`config.mk`:
```
export PLATFORM = sky130hd
export DESIGN_NAME = ddr_port_arbiter3
export DESIGN_NICKNAME = d
export VERILOG_FILES = /design/src/rtl/ddr_port_arbiter3.sv
export SDC_FILE = /design/constraint.sdc
export NUM_CORES = 1
export LEC_CHECK = 0
export ABC_AREA = 1
export CAP_MARGIN = 10
export CORE_AREA = 10 10 139 141
export DETAILED_ROUTE_END_ITERATION = 8
export DIE_AREA = 0 0 149 151
export PLACE_DENSITY = 0.84
export SLEW_MARGIN = 10
export SYNTH_ARGS = -nofsm -noshare
export SYNTH_HDL_FRONTEND = slang
export SYNTH_SLANG_ARGS = --single-unit
```
`constraint.sdc`:
```
create_clock -name clkrv -period 2.3 [get_ports clkrv]
set_input_delay 0.345 -clock clkrv [delete_from_list [all_inputs] [get_ports clkrv]]
set_output_delay 0.345 -clock clkrv [all_outputs]
set_load 0.01 [all_outputs]
```
`src/rtl/ddr_port_arbiter3.sv`:
```
// ddr_port_arbiter3: shares one DDR valid/ready port between CPU (P0),
// VerilogBoy master (P1) and video line fetcher (P2). Round-robin, one
// transaction in flight, per-port base remap, BUSY watchdog.
// Optional build macro: ARB_VIDEO_PRIORITY_EN (P2 always wins in IDLE).
module ddr_port_arbiter3 #(
  parameter logic [23:0] P0_BASE = 24'h000000,
  parameter logic [23:0] P1_BASE = 24'h800000,
  parameter logic [23:0] P2_BASE = 24'h000000,
  parameter logic [15:0] TIMEOUT = 16'd4095
) (
  input  logic        clkrv,
  input  logic        rst,
  input  logic [23:0] p0_addr,
  input  logic [31:0] p0_wdata,
  input  logic [3:0]  p0_wstrb,
  input  logic        p0_valid,
  output logic [31:0] p0_rdata,
  output logic        p0_ready,
  input  logic [23:0] p1_addr,
  input  logic [31:0] p1_wdata,
  input  logic [3:0]  p1_wstrb,
  input  logic        p1_valid,
  output logic [31:0] p1_rdata,
  output logic        p1_ready,
  input  logic [23:0] p2_addr,
  input  logic [31:0] p2_wdata,
  input  logic [3:0]  p2_wstrb,
  input  logic        p2_valid,
  output logic [31:0] p2_rdata,
  output logic        p2_ready,
  output logic [23:0] ddr_addr,
  output logic [31:0] ddr_wdata,
  output logic [3:0]  ddr_wstrb,
  output logic        ddr_valid,
  input  logic [31:0] ddr_rdata,
  input  logic        ddr_ready,
  output logic        timeout_err
);

  localparam logic [1:0] StIdle    = 2'd0;
  localparam logic [1:0] StBusy    = 2'd1;
  localparam logic [1:0] StRelease = 2'd2;

  logic [1:0]  state_q, grant_q, rr_ptr_q, rr_next;
  logic [15:0] cnt_q;
  logic        ddr_valid_q, timeout_err_q;
  logic [23:0] addr_q;
  logic [31:0] wdata_q;
  logic [3:0]  wstrb_q;

  logic [2:0]  req;
  logic [2:0]  sum;
  logic [1:0]  idx, win;
  logic        win_found;
  logic [23:0] sel_addr, sel_base;
  logic [31:0] sel_wdata, done_rdata;
  logic [3:0]  sel_wstrb;
  logic        busy, tmo_hit, done;

  assign req = {p2_valid, p1_valid, p0_valid};

  // Winner: first requesting port at or after rr_ptr, cyclic over 0,1,2.
  always_comb begin
    win_found = 1'b0;
    win       = 2'd0;
    sum       = 3'd0;
    idx       = 2'd0;
    for (int i = 0; i < 3; i++) begin
      sum = {1'b0, rr_ptr_q} + 3'(i);
      if (sum >= 3'd3) sum = sum - 3'd3;
      idx = sum[1:0];
      if (!win_found && req[idx]) begin
        win_found = 1'b1;
        win       = idx;
      end
    end
`ifdef ARB_VIDEO_PRIORITY_EN
    if (p2_valid) begin
      win_found = 1'b1;
      win       = 2'd2;
    end
`endif
  end

  // Request fields of the selected port.
  always_comb begin
    sel_addr  = p2_addr;
    sel_wdata = p2_wdata;
    sel_wstrb = p2_wstrb;
    sel_base  = P2_BASE;
    unique case (win)
      2'd0: begin
        sel_addr = p0_addr; sel_wdata = p0_wdata; sel_wstrb = p0_wstrb; sel_base = P0_BASE;
      end
      2'd1: begin
        sel_addr = p1_addr; sel_wdata = p1_wdata; sel_wstrb = p1_wstrb; sel_base = P1_BASE;
      end
      default: ;
    endcase
  end

  // Completion (DDR ready or watchdog abort) and pointer advance.
  always_comb begin
    busy       = (state_q == StBusy);
    tmo_hit    = busy && !ddr_ready && (cnt_q == TIMEOUT);
    done       = busy && (ddr_ready || tmo_hit);
    done_rdata = ddr_ready ? ddr_rdata : 32'hDEADBEEF;
`ifdef ARB_VIDEO_PRIORITY_EN
    // P2 grants leave the P0/P1 pointer untouched.
    if (grant_q == 2'd2)      rr_next = rr_ptr_q;
    else if (grant_q == 2'd0) rr_next = 2'd1;
    else                      rr_next = 2'd0;
`else
    rr_next = (grant_q == 2'd2) ? 2'd0 : grant_q + 2'd1;
`endif
  end

  // Per-port completion outputs; zero when not the completing grantee.
  always_comb begin
    p0_ready = done && (grant_q == 2'd0);
    p1_ready = done && (grant_q == 2'd1);
    p2_ready = done && (grant_q == 2'd2);
    p0_rdata = p0_ready ? done_rdata : 32'h0;
    p1_rdata = p1_ready ? done_rdata : 32'h0;
    p2_rdata = p2_ready ? done_rdata : 32'h0;
  end

  // Arbitration FSM and latched DDR request.
  always_ff @(posedge clkrv) begin
    if (rst) begin
      state_q       <= StIdle;
      grant_q       <= 2'd0;
      rr_ptr_q      <= 2'd0;
      cnt_q         <= 16'd0;
      ddr_valid_q   <= 1'b0;
      timeout_err_q <= 1'b0;
      addr_q        <= 24'h0;
      wdata_q       <= 32'h0;
      wstrb_q       <= 4'h0;
    end else begin
      unique case (state_q)
        StIdle: begin
          if (win_found && !ddr_ready) begin
            grant_q     <= win;
            addr_q      <= (sel_addr & 24'hFFFFFC) | sel_base;
            wdata_q     <= sel_wdata;
            wstrb_q     <= sel_wstrb;
            ddr_valid_q <= 1'b1;
            cnt_q       <= 16'd0;
            state_q     <= StBusy;
          end
        end
        StBusy: begin
          if (done) begin
            ddr_valid_q <= 1'b0;
            rr_ptr_q    <= rr_next;
            state_q     <= StRelease;
            if (tmo_hit) timeout_err_q <= 1'b1;
          end else begin
            cnt_q <= cnt_q + 16'd1;
          end
        end
        default: state_q <= StIdle;
      endcase
    end
  end

  assign ddr_addr    = addr_q;
  assign ddr_wdata   = wdata_q;
  assign ddr_wstrb   = wstrb_q;
  assign ddr_valid   = ddr_valid_q;
  assign timeout_err = timeout_err_q;

endmodule
```
# Word level (Yosys, flattened, before mapping)
# Index checks and enable logic that the tools add are counted.
[totals] elab_cells=87 output_inout_bits=161 ff_bits=84 input_bits=218
[classes] bitwise=1 mux=33 n_eq_ne=8 add_sub_neg=7 n_reduce_logical=23 order_cmp=6
[op_table] cell="$mux 32" count=4
[op_table] cell="$pmux 32 s2" count=1
[op_table] cell="$pmux 24 s2" count=1
[op_table] cell="$mux 16" count=2
[op_table] cell="$pmux 16 s2" count=1
[op_table] cell="$mux 24" count=1
[op_table] cell="$or 24x24->24" count=1
[op_table] cell="$mux 2" count=9
[op_table] cell="$add 16x1->16 const B" count=1
[op_table] cell="$eq 16x12->1 const B" count=1
[op_table] cell="$logic_and 1x1->1" count=9
[op_table] cell="$lt 2x3->1 const B" count=3
[op_table] cell="$reduce_and 3->1" count=3
[op_table] cell="$mux 1" count=8
[op_table] cell="$pmux 4 s2" count=1
[op_table] cell="$bmux 1 s2" count=3
[op_table] cell="$eq 2x1->1 const B" count=3
[op_table] cell="$ge 3x2->1 const B" count=2
[op_table] cell="$logic_not 2->1" count=3
[op_table] cell="$reduce_and 2->1" count=3
[op_table] cell="$sub 2x2->2 const B" count=3
[op_table] cell="$ne 2x2->1 const B" count=2
[op_table] cell="$pmux 2 s2" count=1
[op_table] cell="$add 2x1->3 const B" count=1
[op_table] cell="9 further kinds" count=11

# Longest topological paths before layout
[depth] ltp_word=14 mapped_depth=17 ltp_nobuf=15

# Worst setup path before layout
# Ideal clock, no wire load.
[synth_path] path_type="register -> output" from="register cnt_q[0]" to="output p2_rdata[22]" stages_incl_launch_ff=9 t_required_ns=1.955 path_buffers=1 slack_ns=0.241 t_arrival_ns=1.714 cell_sequence="dfxtp_1 > ha_1 > nand3_2 > nor3_4 > nand3_2 > o21ai_4 > nand4_2 > buf_2 > nor2_1"
[synth_via] elab_chain_len=6
[synth_lines] item="start, declared" line="45" text="logic [15:0] cnt_q;"
[synth_lines] item="start signal, assigned" line="160" text="cnt_q <= cnt_q + 16'd1;"
[synth_lines] item="$eq 16x12->1" line="105" text="tmo_hit = busy && !ddr_ready && (cnt_q == TIMEOUT);"
[synth_lines] item="$logic_and 1x1->1" line="105"
[synth_lines] item="$logic_or 1x1->1" line="106" text="done = busy && (ddr_ready || tmo_hit);"
[synth_lines] item="$logic_and 1x1->1" line="106"
[synth_lines] item="$logic_and 1x1->1" line="122" text="p2_ready = done && (grant_q == 2'd2);"
[synth_lines] item="$mux 32" line="125" text="p2_rdata = p2_ready ? done_rdata : 32'h0;"
[synth_lines] item="end, declared" line="29" text="output logic [31:0] p2_rdata,"
# Every way passes these cells.

# Worst setup path after layout
[layout_path] from="register cnt_q[0]" to="output p2_rdata[3]"
# The elaborated chain is that of the path after synthesis.

==> results.md <==
* IO buf count at 369
* Ys flop type: dfxtp_1
* FF+latch area at 0.00165 mm^2
* Area of the multi-input gates at 0.00335 mm^2
* Initial drt markers at 526
* Required time of the critical path at 1960 ps
* Synth area leader: dfxtp_1
* Final Core Density at 0.650
* Maximum number of pins on one net before global-route repair at 67
* Worst-Skew Late Latency at 350 ps
* Sequential-to-total area share from yosys stat at 0.299
* Ys Warns at 0
* Post-Synth XOR/XNOR Area at 0.0160
* Peak VDD IR at 0.338 mV
* Setup-failing EPs final at 99
* Synth Area per Inst at 5.83 um^2
* Fillers at 1365
* Initial core utilization at 0.333
* Cts hold-fix bufs at 0
* DR vias at 7822
* Global-route usage over all layers at 0.220
* CP max stage delay at 360 ps
* Hold Path Stages at 2
* IO Pins at 379
* Count of final hold-check violations at 0
* Worst Setup End Kind: output port
* Root Driver: clkbuf_16
* Unrepaired setup endpoints after global routing: yes
* Synth area leaders: dfxtp_1, nand2_1, nand3_1, a21oi_1, nor2_1
* CP Depth at 12
* Wirelength per Cell at 18.4 um
* Total Routed Length at 29000 um
* Worst path top cell family by delay: buffers and inverters
* Max_cap viols at 0
* CP cell instances: ha_4, nand3_4, nor3_4, nand3_2, o21ai_4, buf_6, nand4_4, buf_12, buf_12, buf_6, nor2_2, buf_2
* Startpoint Class: flop
* Gate power share at 0.415
* Row count at 47
* DIE AREA at 0.0225 mm^2
* Final min period at 2660 ps
* CP Class: flop to output port
* Mapped Area at 0.00549 mm^2
* Synth Register Bits at 82
* Sw frac at 0.340
* Outcome: complete, but fails checks
* Global-route wire length before repair at 39400 um
* P per Cell Area at 507 mW/mm^2
* CTS clk-pin slew, worst paths at 60 ps
* Vias/cell at 4.96
* Layout cells sized above 1 at 0.207
* Max FO, Critical Path at 8
* CTS tree: built
* Clock sinks at 82
* Synthesized instance count at 942
* Post-synthesis compound-gate area fraction at 0.125
* Synth Area in Simple Gates at 0.397
* Main combinational cell family by area after synthesis: simple AND/OR/NAND/NOR gates
* WP data arrival at 2310 ps
* Failing checks: negative setup slack
* Area Overhead vs Synth at 95.0%
* Vias in the first global route at 7320
* Async S/R FF share, synth at 0
* Setup ws final at -358 ps
* Critical path buffer and inverter count at 5
* Sequential power share at 0.303
* Nets@finish at 1571
* Max-slew headroom at 0.504
* R2r worst-path depth at 16
* Core area at 0.0165 mm^2
* Clk pwr share at 0.282
* Adder-cell share of the synthesized area at 0.0114
* Die X at 149 um
* Slowest-stage cell, CP: dfxtp_2
* GRT Residual Overflow at 0
* DRT antenna net count at 0
* Remaining DRCs at 0
* Most common cell in the netlist: nand2_1
* DIE HEIGHT at 151 um
* Max Transition Viols Final at 0
* Htree depth at 3
* Pleak at 4.98 nW
* Fin crit share at 1.16
* Post-synthesis mux area share at 0
* Gp weighted congestion at 0.949
* Power Internal at 3.58 mW
* DRT Pass-1 Iters at 5
* Worst Hold Class: flop to flop
* Final Skew at 8.91 ps
* Synth top cells by count: nand2_1, nor2_1, nand3_1
* Number of flops mapped to enable cells by yosys at 0
* Yosys cell types at 30
* Switching pwr at 1.84 mW
* Initial antenna violation count at 2
* Fmax at 376 MHz
* CTS Buf Count at 9
* Slew @ Worst Pin at 745 ps
* WHS at 460 ps
* Clk buf depth at 2
* Post-DP HPWL at 19800 um
* Share of the synthesized area in the top cell type at 0.299
## metal layers
metal	GRT usage	vias to the layer above	routed length [um]
met4	0.0751	0	1130
met1	0.224	3524	10300
li1	-	3767	-
met3	0.0847	73	3070
met5	0	-	0
met2	0.401	458	14600
## placed cells by master, fill, tap and decap left out, drive strengths merged
cell           instances
bufbuf                 1
clkinv                 1
inv                  137
a21oi                125
nand3                139
nand2                206
buf                  172
clkdlybuf4s50        269
xor2                   6
nor3                   6
conb                   2
o21ai                  6
diode                  3
clkdlybuf4s15          4
xnor2                  4
nor2                 156
clkbuf                20
nand4                  6
ha                     5
bufinv                 1
dfxtp                 82
o22ai                  1
clkinvlp               3
nor4                   1
## registers in the layout, summed over array words and instances (netlist names)
register / flops
state_q: 2
timeout_err: 1
ddr_valid: 1
ddr_addr: 22
ddr_wdata: 32
rr_ptr_q: 2
cnt_q: 16
ddr_wstrb: 4
grant_q: 2
## power groups by stage
stage | sequential (mW) | clock [mW] | combinational, mW
finish | 1.64 | 1.53 | 2.25
global route | 1.66 | 1.62 | 2.42
floorplan | 1.73 | 0 | 0.887
detailed placement | 1.67 | 0 | 2.00
CTS | 1.64 | 1.55 | 2.04
global placement | 1.67 | 0 | 1.97
## worst reg2reg max path, cell delays in order, from the launching register on
cell	delay, ps
dfxtp_4	360
inv_1	80
ha_4	300
inv_2	40
nand2_1	60
nand2_2	70
a21oi_4	180
buf_4	130
nand3_1	80
nand2_2	130
nand2_8	120
inv_8	120
clkbuf_16	190
nand2_1	90
nand3_1	90
nand2_1	50
inv_1	40
## area by class of cell
type	count	area share
diodes	3	0.000701
well taps	220	0.0257
repair buffers	455	0.428
clock inverters	5	0.00573
flip-flops and latches	82	0.154
multi-input cells	663	0.313
clock buffers	11	0.0236
inverters	137	0.0494
## final timing paths
check          startpoint             to  slack, ps
max              cnt_q[0]    p2_rdata[3]       -360
min          ddr_addr[23]   ddr_addr[23]        460
max reg2reg   rr_ptr_q[0]  ddr_wdata[25]        130
min reg2reg  ddr_addr[23]   ddr_addr[23]        460
## what timing repair did
item / in CTS / in global routing
endpoints found under the setup margin: 99 / 172
cloned: 6 / 10
buffers inserted: 17 / 6
pin swaps: 8 / 9
gates resized for setup: 423 / 108
endpoints found under the hold margin: 0 / 0
## metrics by stage
| step | power, mW | instance area (um^2) | setup slack [ps] | std cells | setup TNS (ps) |
|---|---|---|---|---|---|
| CTS | 5.24 | 9980 | -409 | 1558 | -29050 |
| global placement | 3.64 | 9650 | -267 | 1519 | -17730 |
| global route | 5.70 | 10700 | -452 | 1575 | -36170 |
| finish | 5.42 | 10700 | -358 | 1576 | -25750 |
| floorplan | 2.62 | 5490 | 241 | 943 | 0 |
| detailed placement | 3.67 | 9650 | -267 | 1519 | -18260 |
## cells by family (layout without fill, tap and decap cells)
logic type,count (synthesis),in the layout
xor+xnor,10,10
simple gates,514,514
other cells,1,5
buf+inv,198,608
compound gates,132,132
flops,82,82
fa+ha+maj,5,5
Power figures use the tool's default switching activity.
